--- src/rtl/ov_dvp_pkg.sv ---
// rtl/ov_dvp_pkg.sv - shared types and geometry constants for the DVP transmitter
package ov_dvp_pkg;

    typedef enum logic [2:0] {
        ST_IDLE,
        ST_LEAD,
        ST_LINE,
        ST_HBLANK,
        ST_TAIL,
        ST_FRAME_GAP
    } dvp_state_t;

    localparam int DEF_H_ACTIVE = 320;
    localparam int DEF_V_ACTIVE = 240;
    localparam int FRAME_PIXELS = 76800;
    localparam int ADDR_W       = 17;

endpackage

--- src/rtl/dvp_timing_gen.sv ---
// rtl/dvp_timing_gen.sv - frame FSM producing vsync/href plus byte and line indices
module dvp_timing_gen
    import ov_dvp_pkg::*;
#(
    parameter int H_ACTIVE = DEF_H_ACTIVE,
    parameter int V_ACTIVE = DEF_V_ACTIVE,
    parameter int H_BLANK  = 16,
    parameter int VS_LEAD  = 8,
    parameter int VS_TAIL  = 8,
    parameter int VS_LOW   = 32
) (
    input  logic        pclk,
    input  logic        rst,
    input  logic        enable,
    output dvp_state_t  state_nxt,
    output logic [15:0] cnt_nxt,
    output logic [9:0]  byte_idx,
    output logic [8:0]  line_idx,
    output logic        vsync,
    output logic        href,
    output logic        busy,
    output logic        frame_done
);

    localparam logic [15:0] LEAD_LAST = 16'(VS_LEAD - 1);
    localparam logic [15:0] LINE_LAST = 16'(2 * H_ACTIVE - 1);
    localparam logic [15:0] HB_LAST   = 16'(H_BLANK - 1);
    localparam logic [15:0] TAIL_LAST = 16'(VS_TAIL - 1);
    localparam logic [15:0] LOW_LAST  = 16'(VS_LOW - 1);
    localparam logic [8:0]  LAST_LINE = 9'(V_ACTIVE - 1);

    dvp_state_t  state_q;
    logic [15:0] cnt_q;
    logic [8:0]  line_q;
    logic [8:0]  line_nxt;
    logic        vsync_d, href_d, busy_d, frame_done_d;

    always_ff @(posedge pclk) begin
        if (rst) begin
            state_q    <= ST_IDLE;
            cnt_q      <= '0;
            line_q     <= '0;
            vsync      <= 1'b0;
            href       <= 1'b0;
            busy       <= 1'b0;
            frame_done <= 1'b0;
        end else begin
            state_q    <= state_nxt;
            cnt_q      <= cnt_nxt;
            line_q     <= line_nxt;
            vsync      <= vsync_d;
            href       <= href_d;
            busy       <= busy_d;
            frame_done <= frame_done_d;
        end
    end

    always_comb begin
        state_nxt = state_q;
        case (state_q)
            ST_IDLE:      if (enable) state_nxt = ST_LEAD;
            ST_LEAD:      if (cnt_q == LEAD_LAST) state_nxt = ST_LINE;
            ST_LINE:      if (cnt_q == LINE_LAST) state_nxt = ST_HBLANK;
            ST_HBLANK:    if (cnt_q == HB_LAST)
                              state_nxt = (line_q == LAST_LINE) ? ST_TAIL : ST_LINE;
            ST_TAIL:      if (cnt_q == TAIL_LAST) state_nxt = ST_FRAME_GAP;
            ST_FRAME_GAP: if (cnt_q == LOW_LAST)
                              state_nxt = enable ? ST_LEAD : ST_IDLE;
            default:      state_nxt = ST_IDLE;
        endcase

        // Every state starts counting from zero; IDLE never counts.
        if (state_nxt != state_q || state_q == ST_IDLE)
            cnt_nxt = '0;
        else
            cnt_nxt = cnt_q + 16'd1;

        line_nxt = '0;
        if (state_nxt == ST_LINE || state_nxt == ST_HBLANK)
            line_nxt = (state_q == ST_HBLANK && state_nxt == ST_LINE) ? line_q + 9'd1 : line_q;
    end

    always_comb begin
        vsync_d      = (state_nxt == ST_LEAD) || (state_nxt == ST_LINE) ||
                       (state_nxt == ST_HBLANK) || (state_nxt == ST_TAIL);
        href_d       = (state_nxt == ST_LINE);
        busy_d       = (state_nxt != ST_IDLE);
        frame_done_d = (state_nxt == ST_FRAME_GAP) && (state_q != ST_FRAME_GAP);
        byte_idx     = cnt_nxt[9:0];
        line_idx     = line_nxt;
    end

endmodule

--- src/rtl/ov_dvp_tx.sv ---
// rtl/ov_dvp_tx.sv - RGB565 frame-buffer to 8-bit DVP stream transmitter
module ov_dvp_tx
    import ov_dvp_pkg::*;
#(
    parameter int H_ACTIVE = DEF_H_ACTIVE,
    parameter int V_ACTIVE = DEF_V_ACTIVE,
    parameter int H_BLANK  = 16,
    parameter int VS_LEAD  = 8,
    parameter int VS_TAIL  = 8,
    parameter int VS_LOW   = 32
) (
    input  logic              pclk,
    input  logic              rst,
    input  logic              enable,
    output logic              rd_en,
    output logic [ADDR_W-1:0] rd_addr,
    input  logic [15:0]       rd_data,
    output logic              vsync,
    output logic              href,
    output logic [7:0]        d,
    output logic              busy,
    output logic              frame_done
);

    localparam logic [15:0]       LEAD_PF      = 16'(VS_LEAD - 2);
    localparam logic [15:0]       HB_PF        = 16'(H_BLANK - 2);
    localparam logic [9:0]        LINE_PF_LAST = 10'(2 * H_ACTIVE - 4);
    localparam logic [8:0]        LAST_LINE    = 9'(V_ACTIVE - 1);
    localparam logic [ADDR_W-1:0] LAST_ADDR    = ADDR_W'(H_ACTIVE * V_ACTIVE - 1);

    dvp_state_t        state_nxt;
    logic [15:0]       cnt_nxt;
    logic [9:0]        byte_idx;
    logic [8:0]        line_idx;
    logic [15:0]       hold;
    logic [15:0]       pix;
    logic              fetch, load;
    logic [7:0]        d_d;
    logic [ADDR_W-1:0] addr_d;

    dvp_timing_gen #(
        .H_ACTIVE (H_ACTIVE),
        .V_ACTIVE (V_ACTIVE),
        .H_BLANK  (H_BLANK),
        .VS_LEAD  (VS_LEAD),
        .VS_TAIL  (VS_TAIL),
        .VS_LOW   (VS_LOW)
    ) u_timing (
        .pclk       (pclk),
        .rst        (rst),
        .enable     (enable),
        .state_nxt  (state_nxt),
        .cnt_nxt    (cnt_nxt),
        .byte_idx   (byte_idx),
        .line_idx   (line_idx),
        .vsync      (vsync),
        .href       (href),
        .busy       (busy),
        .frame_done (frame_done)
    );

    // A read issued two cycles ahead of each even byte; the first of a line
    // falls in the second-to-last cycle of LEAD or HBLANK.
    always_comb begin
        fetch = ((state_nxt == ST_LEAD) && (cnt_nxt == LEAD_PF)) ||
                ((state_nxt == ST_HBLANK) && (cnt_nxt == HB_PF) && (line_idx != LAST_LINE)) ||
                ((state_nxt == ST_LINE) && !byte_idx[0] && (byte_idx <= LINE_PF_LAST));
        load  = (state_nxt == ST_LINE) && !byte_idx[0];
        pix   = load ? rd_data : hold;
        d_d   = 8'h00;
        if (state_nxt == ST_LINE)
            d_d = byte_idx[0] ? pix[7:0] : pix[15:8];

        addr_d = rd_addr;
        if (state_nxt == ST_FRAME_GAP || state_nxt == ST_IDLE)
            addr_d = '0;
        else if (rd_en && rd_addr != LAST_ADDR)
            addr_d = rd_addr + 1'b1;
    end

    always_ff @(posedge pclk) begin
        if (rst) begin
            rd_en   <= 1'b0;
            rd_addr <= '0;
            hold    <= '0;
            d       <= '0;
        end else begin
            rd_en   <= fetch;
            rd_addr <= addr_d;
            hold    <= pix;
            d       <= d_d;
        end
    end

endmodule
--- config.mk ---
export PLATFORM = sky130hd
export DESIGN_NAME = ov_dvp_tx
export DESIGN_NICKNAME = d
export VERILOG_FILES = /design/src/rtl/ov_dvp_pkg.sv /design/src/rtl/dvp_timing_gen.sv /design/src/rtl/ov_dvp_tx.sv
export SDC_FILE = /design/constraint.sdc
export NUM_CORES = 1
export LEC_CHECK = 0
export CAP_MARGIN = 0
export CORE_MARGIN = 2
export CORE_UTILIZATION = 55
export CTS_CLUSTER_DIAMETER = 30
export DETAILED_ROUTE_END_ITERATION = 10
export GPL_TIMING_DRIVEN = 0
export HOLD_SLACK_MARGIN = 0.05
export PLACE_DENSITY = 0.88
export SYNTH_ARGS = -nofsm -noshare
export SYNTH_HDL_FRONTEND = slang
export SYNTH_HIERARCHICAL = 1
export SYNTH_SLANG_ARGS = --single-unit
--- constraint.sdc ---
create_clock -name pclk -period 3.89 [get_ports pclk]
set_clock_uncertainty 0.1 [all_clocks]
set_input_delay 0.778 -clock pclk [delete_from_list [all_inputs] [get_ports pclk]]
set_output_delay 0.778 -clock pclk [all_outputs]
set_load 0.02 [all_outputs]
Word-level counts from Yosys, hierarchy flattened
Cells that the tools add are included.

word-level totals
  word-level logic and storage cells = 73
  register bits after elaboration = 74
  bits in latches = 0
  bits in read-only memories = 0
  input port bits = 19
  output and inout bits = 30
  RAM bits = 0
  memories = 0

operators by class
  add/sub/neg operators = 3
  reductions and logical operators = 22
  div/mod/pow operators = 0
  bitwise gates (word level) = 1
  mux-type cells = 14
  multipliers = 0
  $lt $le $gt $ge = 1
  equality and inequality tests = 21
  shifts and indexed selects = 0

operators by type and width
  cell                                                    number
  equality test 16 x 3 -> 1 bit, second input constant    2
  equality test 16 x 4 -> 1 bit, second input constant    2
  two-way mux 16 bit                                      2
  two-way mux 3 bit                                       7
  two-way mux 9 bit                                       2
  one-hot mux 3 bit (6 select lines)                      1
  adder 17 x 1 -> 17 bit, second input constant           1
  != test 17 bit, second input constant                   1
  adder 16 x 1 -> 16 bit, second input constant           1
  equality test 16 x 10 -> 1 bit, second input constant   1
  equality test 16 x 5 -> 1 bit, second input constant    1
  equality test 3 x 2 -> 1 bit, second input constant     4
  equality test 3 bit, second input constant              4
  less-or-equal comparator 10 bit, second input constant  1
  adder 9 x 1 -> 9 bit, second input constant             1
  equality test 9 x 8 -> 1 bit, second input constant     1
  != test 9 x 8 -> 1 bit, second input constant           1
  logical AND 1 bit                                       8
  logical OR 1 bit                                        8
  two-way mux 8 bit                                       1
  equality test 3 x 1 -> 1 bit, second input constant     2
  logical NOT 3 bit                                       2
  OR reduction 2 bit                                      2
  != test 3 bit                                           1
  other kinds (5)                                         5

Logic depth before layout (Yosys ltp)
Gate-level depths: netlist of run 1.

  depth in word-level cells = 12
  depth in mapped cells = 16
  depth with buffers taken out = 12

Hierarchy
Netlist of run 1, hierarchy kept.

modules (own cells, without submodules)
  module          area each (um^2)  cells each  times used  sequential area each (um^2)
  dvp_timing_gen  1925.6            231         1           640.6
  ov_dvp_tx       1836.8            214         1           840.8

Least setup slack after synthesis of run 1
No wires, ideal clock.

  kind = flip-flop to flip-flop
  start = register u_timing.cnt_q[0]
  end = register d[6]
  clock period less this slack = 3376 ps
  arrival time = 3161 ps
  library setup time = 115 ps
  required time = 3675 ps
  setup slack = 514 ps
  stages on the path, launching flop included = 17
  path buffers = 5
  cell sequence = dfxtp_1 > ha_1 > and4_1 > buf_4 > nand4_2 > o41ai_2 > a211o_1 > nor3_4 > buf_6 > nor3_2 > buf_2 > or3_1 > buf_6 > buf_6 > mux2i_1 > o21ai_1 > and2_1

on the way
  cells in the longest elaborated chain, start to end = 10
  elaborated cells on any way between the ends = 21
  those cells by class = 1 x add/sub; 6 x eq/ne; 9 x mux; 1 x bitwise; 4 x reduce/logical

ends and longest elaborated chain
  what                                                   RTL line              text
  start, declared                                        dvp_timing_gen.sv:33  logic [15:0] cnt_q;
  start signal, assigned                                 dvp_timing_gen.sv:49  cnt_q <= cnt_nxt;
  equality test 16 x 5 -> 1 bit (tied with other cells)  dvp_timing_gen.sv:67  ST_FRAME_GAP: if (cnt_q == LOW_LAST)
  two-way mux 3 bit, on equally long branches            n/a
  one-hot mux 3 bit (6 select lines)                     dvp_timing_gen.sv:60  case (state_q)
  != test 3 bit                                          dvp_timing_gen.sv:73  if (state_nxt != state_q || state_q == ST_IDLE)
  logical OR 1 bit                                       dvp_timing_gen.sv:73
  two-way mux 16 bit *                                   dvp_timing_gen.sv:73
  via byte_idx[0]                                        ov_dvp_tx.sv:33       logic [9:0] byte_idx;
  logical NOT 1 bit                                      ov_dvp_tx.sv:68       load = (state_nxt == ST_LINE) && !byte_idx[0];
  logical AND 1 bit                                      ov_dvp_tx.sv:68
  two-way mux 16 bit                                     ov_dvp_tx.sv:69       pix = load ? rd_data : hold;
  two-way mux 8 bit *                                    ov_dvp_tx.sv:72       d_d = byte_idx[0] ? pix[7:0] : pix[15:8];
  end signal, assigned                                   ov_dvp_tx.sv:86       d <= '0;
  end signal, assigned                                   ov_dvp_tx.sv:91       d <= d_d;
  end, declared                                          ov_dvp_tx.sv:20       output logic [7:0] d,

The timed path passes the listed nets; every way through them passes the cells marked *.
A chain may end at the register's enable or synchronous reset.

Final worst setup path of run 1
Ends and elaborated chain as after synthesis.

==> summary.txt, run 1 <==
Pwr
  – Pwr Total: 1.55 mW
  – Leakage: 1.66 nW
  – PD cells: 336 nW/um^2
  – Worst VDD drop: 180 uV

Route
  – DRT Wirelength: 8290 microns
  – Via total after detailed routing: 3364
  – DRC Markers: 0
  – Drt first-iter violations: 142
  – Initial DRT Pass Iterations: 4
  – DRT antenna net count: 0
  – Vias per inst: 5.69
  – Avg WL per Cell: 14.0 microns

Floorplan
  – Die area: 7520 sq um
  – Core area: 6720 sq um
  – Num rows: 30
  – IO Count: 49
  – Die width: 86.7 microns
  – Die height: 86.7 microns
  – Initial core utilization: 0.560

Placement
  – Pre-CTS setup slack: -3.60 ps
  – Hpwl dp: 6140 microns
  – Final GP Congestion: 0.890
  – IO buf count: 48
  – Placed Instances: 573
  – Post-DP Area: 4340 sq um

CTS
  – Clock Path Buffers: 2
  – CTS root buf: clkbuf_8
  – Clk_lat worst skew: 350 ps
  – CTS H-tree depth: 3
  – CTS sink count: 74
  – TritonCTS clock tree: built
  – Hold-fix buffers at CTS: 0
  – Clk slew on worst S/H paths: 80 ps
  – Cts bufs inserted: 9

Synthesis
  – Syn nets: 467
  – Mapped Area: 3760 sq um
  – Asr flop ratio synth: 0
  – Yosys reg bits: 74
  – Synth top area share: 0.394
  – Yosys warning count: 6
  – Count of different cell masters after synthesis: 58
  – Area contributors post-synth: dfxtp_1 (39%), nor2_1 (6.8%), nand2_1 (4.0%), xnor2_1 (3.7%), xor2_1 (3.7%)
  – Avg Cell Area, Syn: 8.45 sq um
  – Number of synthesized flops with an enable pin: 0
  – Leading area contributor after synthesis: dfxtp_1
  – Register area share after synthesis: 0.394
  – Mapped Cells: 445
  – Most used DFF post-synth: dfxtp_1

Cells and area
  – Layout cells sized above 1: 0.137
  – Fill cells: 509
  – Ant. Diodes: 0
  – Final instance area: 4600 sq um
  – Non-filler cells, final: 591
  – Final nets: 528
  – P&R area growth vs syn: 22.2%
  – Core Util, Final: 0.685

Worst hold path
  – Hold/Removal Path Class: register to register

Timing
  – Setup TNS: 0 ps
  – Worst hold slack: 361 ps
  – Slew margin rel.: 0.474
  – # setup viols final: 0
  – RSZ-0062 raised after global routing: no
  – Fmax: 273 MHz
  – Post-layout minimum cycle time: 3670 ps
  – Least-Margin Pin Slew: 782 ps
  – PnR worst setup slack: 223 ps
  – Slew Viols, Final: 0
  – Period utilization: 0.943
  – Final hold viol count: 0

Setup path
  – Crit-path cells: ha_2 -> and3b_1 -> nand2_1 -> o31ai_1 -> o211ai_1 -> a21oi_4 -> buf_6 -> nor3_2 -> buf_2 -> or3_1 -> buf_6 -> buf_6 -> mux2i_1 -> o21ai_1 -> and2_1
  – Worst path slowest cell: o31ai_1
  – CP most frequent cell: buf_6
  – Arr. time, crit path: 3820 ps
  – CP peak stage delay: 490 ps
  – Peak fanout along the critical path: 10
  – Req. time, crit path: 4040 ps
  – Setup CP Type: register to register
  – Crit start category: register
  – CP endpoint kind: register
  – FF-to-FF setup slack: 220 ps

Global route
  – Total GRT Usage: 0.234
  – Grt ovf: 0
  – Largest net degree at the start of global routing: 15
  – Initial antenna violation count: 0
  – First-pass GRT wire length: 14100 microns
  – Vias in the first global route: 3212

Run
  – # Max-Cap Violations: 0

Run status
  – Outcome: finished clean
-- cell families after synthesis --
logic type / synth area share
mux: 0.0293
fa+ha+maj: 0.00998
flops: 0.394
compound gates: 0.104
buf+inv: 0.0629
xor+xnor: 0.0745
simple gates: 0.326
-- path summary, 6_finish.rpt --
check / from / end / depth (start not counted)
worst max-delay path: u_timing/cnt_q[0] / d[6] / 15
worst min-delay path: hold[7] / hold[7] / 2
worst max register to register: u_timing/cnt_q[0] / d[6] / 15
worst min register to register: hold[7] / hold[7] / 2
-- critical path: cells and delay by family (launching register included) --
kind | cells | cell delay, ps
compound gates | 4 | 970
fa+ha+maj | 1 | 270
buf+inv | 4 | 660
flops | 1 | 430
mux | 1 | 190
simple gates | 5 | 930
-- what timing repair did --
action | in CTS | in global routing
setup buffers | 0 | 2
endpoints found under the setup margin | 0 | 18
resized for setup | 0 | 3
-- cell usage in the layout (no fill, tap or decap), types with 11 or more instances in the layout --
cell type | synthesis | routed
mux2i_1 | 11 | 11
inv_1 | 12 | 12
xnor2_1 | 16 | 16
a21oi_1 | 19 | 19
nor3_1 | 16 | 15
buf_4 | 13 | 15
nand3_1 | 19 | 19
o21ai_0 | 15 | 15
dfxtp_1 | 74 | 74
xor2_1 | 16 | 16
nor2_1 | 68 | 68
clkdlybuf4s50_1 | 0 | 48
nand2_1 | 40 | 40
-- state kept, by name, indices dropped and copies added, names as in the netlist --
| name | count |
|---|---|
| rd_addr | 17 |
| hold | 16 |
| u_timing/cnt_q | 16 |
| u_timing/line_q | 9 |
| d | 8 |
| u_timing/state_q | 3 |
| rd_en | 1 |
| u_timing/busy | 1 |
| u_timing/frame_done | 1 |
| u_timing/href | 1 |
| u_timing/vsync | 1 |
-- layout make-up --
type	instances	area, sq um	share of cell area
plain buffers	28	191	0.0416
inverters	12	45.0	0.00979
clock inverters	7	98.8	0.0215
clock buffers	9	124	0.0269
well taps	80	100	0.0218
multi-input cells	331	2060	0.449
flip-flops and latches	74	1480	0.322
repair buffers	50	495	0.108
-- per-layer routing --
layer	vias up	wire, microns	GRT usage
met2	74	4110	0.387
met1	1612	3720	0.287
li1	1660	-	-
met4	0	182	0.109
met3	18	285	0.0543
met5	-	0	0
-- synthesized netlist by cell type (4+ instances only) --
library cell and number:
and2_1 10, o21ai_0 15, nand4_1 10, buf_6 4
nor3_1 16, clkbuf_1 5, or3_1 6, mux2i_1 11
nand3_1 19, buf_4 13, nor4_1 7, a21oi_1 19
nor3_2 9, and3_1 8, nand2b_1 7, inv_1 12
dfxtp_1 74, xor2_1 16, and4_1 4, nor2_1 68
buf_2 6, nand2_1 40, or2_2 4, xnor2_1 16
-- where the power goes --
group	internal [mW]	leakage, nW	switching, mW	total (mW)
registers	0.761	0.597	0.00282	0.763
clock network	0.366	0.111	0.298	0.664
logic	0.0523	0.956	0.0664	0.119
Power figures use the tool's default switching activity.
==> run 2, diff against run 1 <==
Settings changed: CORE_MARGIN 2 to 10.
==> run 2 against run 1 <==
Global-route usage down 5.5 points. Via count up 0.51%. Clock-buffer cell count up 1. Sequential share of layout area down 0.053 points. Non-clock buffer count unchanged. Utilization up 0.11 points. Power up 0.94%. First-iteration DRC count up 39%. Critical path depth up 1. Final cell count unchanged. Design area up 0.16%. Sequential cell count unchanged.
==> summary.txt, run 2 (same netlist as run 1, synthesis figures left out) <==
Global route
  – Grt ovf: 0 (unchanged)
  – Initial antenna violation count: 0 (unchanged)
  – Total GRT Usage: 0.179 (-0.0549)
  – Largest net degree at the start of global routing: 14 (-1)
  – Vias in the first global route: 3270 (+1.8%)
  – First-pass GRT wire length: 15200 microns (+7.9%)

Setup path
  – CP peak stage delay: 450 ps (-40 ps)
  – Crit-path cells: ha_1 -> and4_1 -> buf_4 -> nand4_2 -> o41ai_4 -> a211oi_2 -> a21oi_4 -> buf_6 -> nor3_2 -> buf_2 -> or3_1 -> buf_6 -> buf_6 -> mux2i_1 -> o21ai_1 -> and2_1
  – FF-to-FF path depth: 16 (+1)
  – FF-to-FF Start: u_timing/cnt_q[0]
  – Crit start category: register
  – Reg2reg end: d[6]
  – Critical Path End: d[6]
  – Arr. time, crit path: 3870 ps (+50 ps)
  – Worst path slowest cell: dfxtp_1
  – FF-to-FF setup slack: 180 ps (-50 ps)
  – CP most frequent cell: buf_6
  – Peak fanout along the critical path: 10 (unchanged)
  – Req. time, crit path: 4040 ps (about the same)
  – Setup CP Type: register to register
  – CP endpoint kind: register
  – Crit path from: u_timing/cnt_q[0]

Cells and area
  – Max FFs per register: 17 (unchanged)
  – Biggest register: rd_addr
  – Non-filler cells, final: 591 (unchanged)
  – Fill cells: 507 (-0.39%)
  – Commonest non-fill, non-tap cell in the layout: dfxtp_1
  – Ant. Diodes: 0 (unchanged)
  – Final nets: 528 (unchanged)
  – Largest registers: rd_addr (17), hold (16), u_timing/cnt_q (16)
  – Layout cells sized above 1: 0.137 (unchanged)
  – Most frequent cells in the layout: dfxtp_1 (74), nor2_1 (68), clkdlybuf4s50_1 (48)
  – P&R area growth vs syn: 22.4%

Worst hold path
  – Hold/Removal Path Class: register to register

CTS
  – CTS sink count: 74 (unchanged)
  – Clock Path Buffers: 2 (unchanged)
  – Cts bufs inserted: 9 (unchanged)
  – CTS H-tree depth: 3 (unchanged)
  – Clk_lat worst skew: 360 ps (about the same)
  – TritonCTS clock tree: built
  – Clk slew on worst S/H paths: 80 ps (about the same)
  – CTS root buf: clkbuf_8

Floorplan
  – Die width: 103 microns (+18%)
  – Num rows: 30 (unchanged)
  – Die area: 10500 sq um (+40%)
  – Core area: 6720 sq um (unchanged)
  – IO Count: 49 (unchanged)
  – Initial core utilization: 0.560 (unchanged)
  – Die height: 103 microns (+18%)

Route
  – Avg WL per Cell: 15.3 microns (+9.2%)
  – Initial DRT Pass Iterations: 4 (unchanged)
  – Vias per inst: 5.72 (+0.51%)
  – DRT Wirelength: 9060 microns (+9.2%)
  – Via total after detailed routing: 3381 (+0.51%)
  – DRC Markers: 0 (unchanged)
  – DRT antenna net count: 0 (unchanged)
  – Drt first-iter violations: 197 (+39%)

Pwr
  – PD cells: 339 nW/um^2 (+0.77%)
  – Worst VDD drop: 172 uV (-4.7%)
  – Pwr Total: 1.56 mW (+0.94%)
  – Leakage: 1.66 nW (about the same)

Timing
  – Period utilization: 0.955 (+0.0120)
  – # setup viols final: 0 (unchanged)
  – Slew margin rel.: 0.452 (-0.0228)
  – RSZ-0062 raised after global routing: no
  – Slew Viols, Final: 0 (unchanged)
  – Final hold viol count: 0 (unchanged)
  – Fmax: 269 MHz (-1.3%)
  – Post-layout minimum cycle time: 3710 ps (+46.6 ps)
  – Least-Margin Pin Slew: 816 ps (+34.0 ps)
  – Setup TNS: 0 ps (unchanged)

Run
  – # Max-Cap Violations: 0 (unchanged)

Placement
  – Hpwl dp: 6780 microns (+10%)
  – Placed Instances: 573 (unchanged)
  – IO buf count: 48 (unchanged)
  – Final GP Congestion: 0.867 (-2.6%)

Run status
  – Outcome: finished clean
==> run 2: cell count changes in the layout (fill, tap and decap cells not counted), sizes merged <==
cell      before  now
inv           15   13
clkbuf        14   15
clkinvlp       1    2
==> run 2: critical path, delay by kind of cell (launching register included) <==
kind	cells	cell delay (ps)
simple gates	5	1030
buf+inv	5	830
compound gates	4	700
flops	1	450
fa+ha+maj	1	310
mux	1	180
==> run 2: through the flow <==
step                      hold slack [ps]  instance area [sq um]  worst slack, ps  utilization
after floorplan                       336                   3760              514            -
after global placement                343                   4340             4.89        0.646
after detailed placement              348                   4340            -1.97        0.646
after CTS                             359                   4590             35.4        0.682
after global routing                  393                   4610             13.2        0.686
final                                 361                   4610              177        0.686
==> run 2: worst min path at each step <==
stage / startpoint / end / slack (ps) / cells after the start
2_1_floorplan: hold[0] / hold[0] / 340 / 2
3_3_place_gp: hold[4] / hold[4] / 340 / 2
5_1_grt: hold[4] / hold[4] / 390 / 2
4_1_cts: hold[7] / hold[7] / 360 / 2
3_5_place_dp: hold[7] / hold[7] / 350 / 2
6_report: hold[2] / hold[2] / 360 / 2
==> run 2: layout make-up <==
cell class,instances,area (sq um),share of cell area
Clock buffer,10,138,0.0299
Sequential cell,74,1480,0.322
Buffer,28,191,0.0416
Timing Repair Buffer,50,495,0.108
Clock inverter,6,88.8,0.0193
Inverter,12,45.0,0.00978
Tap cell,80,100,0.0217
Multi-Input combinational cell,331,2070,0.449
==> run 2: per-layer routing <==
layer | vias to the layer above | wire length [microns] | global-route usage
li1 | 1655 | - | -
met1 | 1602 | 3820 | 0.210
met2 | 103 | 4470 | 0.302
met3 | 21 | 586 | 0.0456
met4 | 0 | 177 | 0.0748
met5 | - | 0 | 0
==> run 2: timing repair <==
item,CTS,global route
hold buffers,0,0
endpoints found under the setup margin,1,28
buffers inserted,0,2
gates resized for setup,2,1
pin swaps,0,2
==> run 2: where the power goes <==
part | internal [mW] | switching [mW] | total (mW)
registers | 0.761 | 0.00309 | 0.764
logic | 0.0523 | 0.0663 | 0.119
clock network | 0.379 | 0.299 | 0.678
total | 1.19 | 0.368 | 1.56
==> run 3, diff against run 2 <==
Settings changed: ABC_AREA set to 0, PLACE_DENSITY 0.88 to not set, PLACE_DENSITY_LB_ADDON set to 0.05.
==> run 3 against run 2 <==
Largest cell class unchanged. Clock power decreased by 0.6%. Power up 0.41%. Critical path depth stayed put. Via count is 1.6% lower. Worst setup slack improved by 81 ps. Largest power group unchanged. Highest routed layer unchanged. Sequential share of layout area down 0.23 points.
==> summary.txt, run 3 (same netlist as run 1, synthesis figures left out) <==
Run status
  – Outcome: finished clean

CTS
  – CTS H-tree depth: 3 (unchanged)
  – Clock Path Buffers: 2 (unchanged)
  – Clk slew on worst S/H paths: 80 ps (about the same)
  – Hold-fix buffers at CTS: 0 (unchanged)
  – CTS root buf: clkbuf_8
  – TritonCTS clock tree: built
  – CTS sink count: 74 (unchanged)
  – Clk_lat worst skew: 340 ps (-20 ps)
  – Cts bufs inserted: 9 (unchanged)

Timing
  – Final hold viol count: 0 (unchanged)
  – Least-Margin Pin Slew: 761 ps (-55.8 ps)
  – Post-layout minimum cycle time: 3630 ps (-81.0 ps)
  – Period utilization: 0.934 (-0.0208)
  – Fmax: 275 MHz (+2.2%)
  – # setup viols final: 0 (unchanged)
  – Setup TNS: 0 ps (unchanged)
  – RSZ-0062 raised after global routing: no
  – Slew Viols, Final: 0 (unchanged)
  – Slew margin rel.: 0.489 (+0.0375)

Setup path
  – Req. time, crit path: 4040 ps (about the same)
  – Peak fanout along the critical path: 10 (unchanged)
  – Arr. time, crit path: 3780 ps (-90 ps)
  – Crit start category: register
  – CP endpoint kind: register
  – Setup CP Type: register to register

Route
  – Vias per inst: 5.59 (-2.3%)
  – DRT antenna net count: 0 (unchanged)
  – Drt first-iter violations: 142 (-28%)
  – Initial DRT Pass Iterations: 4 (unchanged)
  – Avg WL per Cell: 14.9 microns (-2.8%)
  – DRC Markers: 0 (unchanged)
  – Via total after detailed routing: 3327 (-1.6%)
  – DRT Wirelength: 8860 microns (-2.2%)

Pwr
  – PD cells: 337 nW/um^2 (-0.40%)
  – Leakage: 1.68 nW (+1.1%)
  – Worst VDD drop: 220 uV (+28%)

Placement
  – Hpwl dp: 6500 microns (-4.1%)
  – Final GP Congestion: 0.907 (+4.6%)
  – IO buf count: 48 (unchanged)

Cells and area
  – Layout cells sized above 1: 0.150 (+0.0125)
  – Ant. Diodes: 0 (unchanged)
  – Core Util, Final: 0.691 (+0.00559)
  – Final nets: 532 (+0.76%)
  – Biggest register: rd_addr
  – Max FFs per register: 17 (unchanged)
  – P&R area growth vs syn: 23.4%
  – Commonest non-fill, non-tap cell in the layout: dfxtp_1
  – Largest registers: rd_addr (17), hold (16), u_timing/cnt_q (16)
  – Most frequent cells in the layout: dfxtp_1 (73), nor2_1 (68), clkdlybuf4s50_1 (48)

Global route
  – Initial antenna violation count: 0 (unchanged)
  – Grt ovf: 0 (unchanged)
  – Vias in the first global route: 3135 (-4.1%)
  – First-pass GRT wire length: 14200 microns (-6.6%)
  – Total GRT Usage: 0.167 (-0.0117)
  – Largest net degree at the start of global routing: 15 (+1)

Worst hold path
  – Hold/Removal Path Class: register to register

Floorplan
  – Initial core utilization: 0.560 (unchanged)
  – Num rows: 30 (unchanged)
  – Die height: 103 microns (unchanged)
  – Core area: 6720 sq um (unchanged)
  – Die area: 10500 sq um (unchanged)
  – Die width: 103 microns (unchanged)
  – IO Count: 49 (unchanged)

Run
  – # Max-Cap Violations: 0 (unchanged)
[run 3: changes by cell type in the layout (fill, tap and decap cells not counted), sizes merged]
cell,delta
buf,+4
clkbuf,-1
inv,+1
[run 3: through the flow]
stage	std cells	hold WS [ps]	instance area [sq um]	setup WS, ps	power, mW
2_1_floorplan	445	336	3760	514	0.853
3_3_place_gp	573	343	4340	-47.2	0.896
3_5_place_dp	573	347	4340	-37.4	0.896
4_1_cts	589	358	4570	14.2	1.56
5_1_grt	595	372	4640	96.1	1.62
6_report	595	360	4640	258	1.57
[run 3: routing by layer]
| layer | global-route usage | wire, microns | share of wire |
|---|---|---|---|
| met1 | 0.195 | 4000 | 0.45 |
| met2 | 0.293 | 4300 | 0.49 |
| met3 | 0.0422 | 492 | 0.056 |
| met4 | 0.0499 | 68 | 0.0077 |
| met5 | 0 | 0 | 0 |
[run 3: report_power, final]
part           internal, mW  total [mW]  switching, mW
logic                0.0587       0.129         0.0701
clock network         0.367       0.674          0.308
registers             0.761       0.764        0.00323
[run 3: repair_timing]
| action | CTS | global route |
|---|---|---|
| setup buffers | 0 | 6 |
| resized for setup | 0 | 6 |
| endpoints found under the setup margin | 0 | 28 |
[run 3: path summary, 6_finish.rpt]
check | start | end | slack (ps) | cells past startpoint
max | u_timing/cnt_q[0] | d[6] | 260 | 16
min | hold[2] | hold[2] | 360 | 2
min reg2reg | hold[2] | hold[2] | 360 | 2
max reg2reg | u_timing/cnt_q[0] | d[6] | 260 | 16
[run 3: critical path, cell delays in order, from the launching register on]
cell      delay, ps
dfxtp_2         390
ha_2            250
and4_1          210
buf_4           150
nand4_2         200
o41ai_4         330
a211oi_2        120
a21oi_4         250
buf_6           200
nor3_2           60
buf_2           180
or3_1           370
buf_6           160
buf_6           140
mux2i_1         180
o21ai_1          70
and2_1          150
[run 3: layout make-up]
cell class                 instances  area [sq um]
clock buffer                       9           124
buffer                            28           191
multi-input combinational        331          2070
fill                             533          2070
tap                               80           100
inverter                          12          45.0
clock inverter                     7           101
sequential                        74          1480
timing repair buffer              54           526
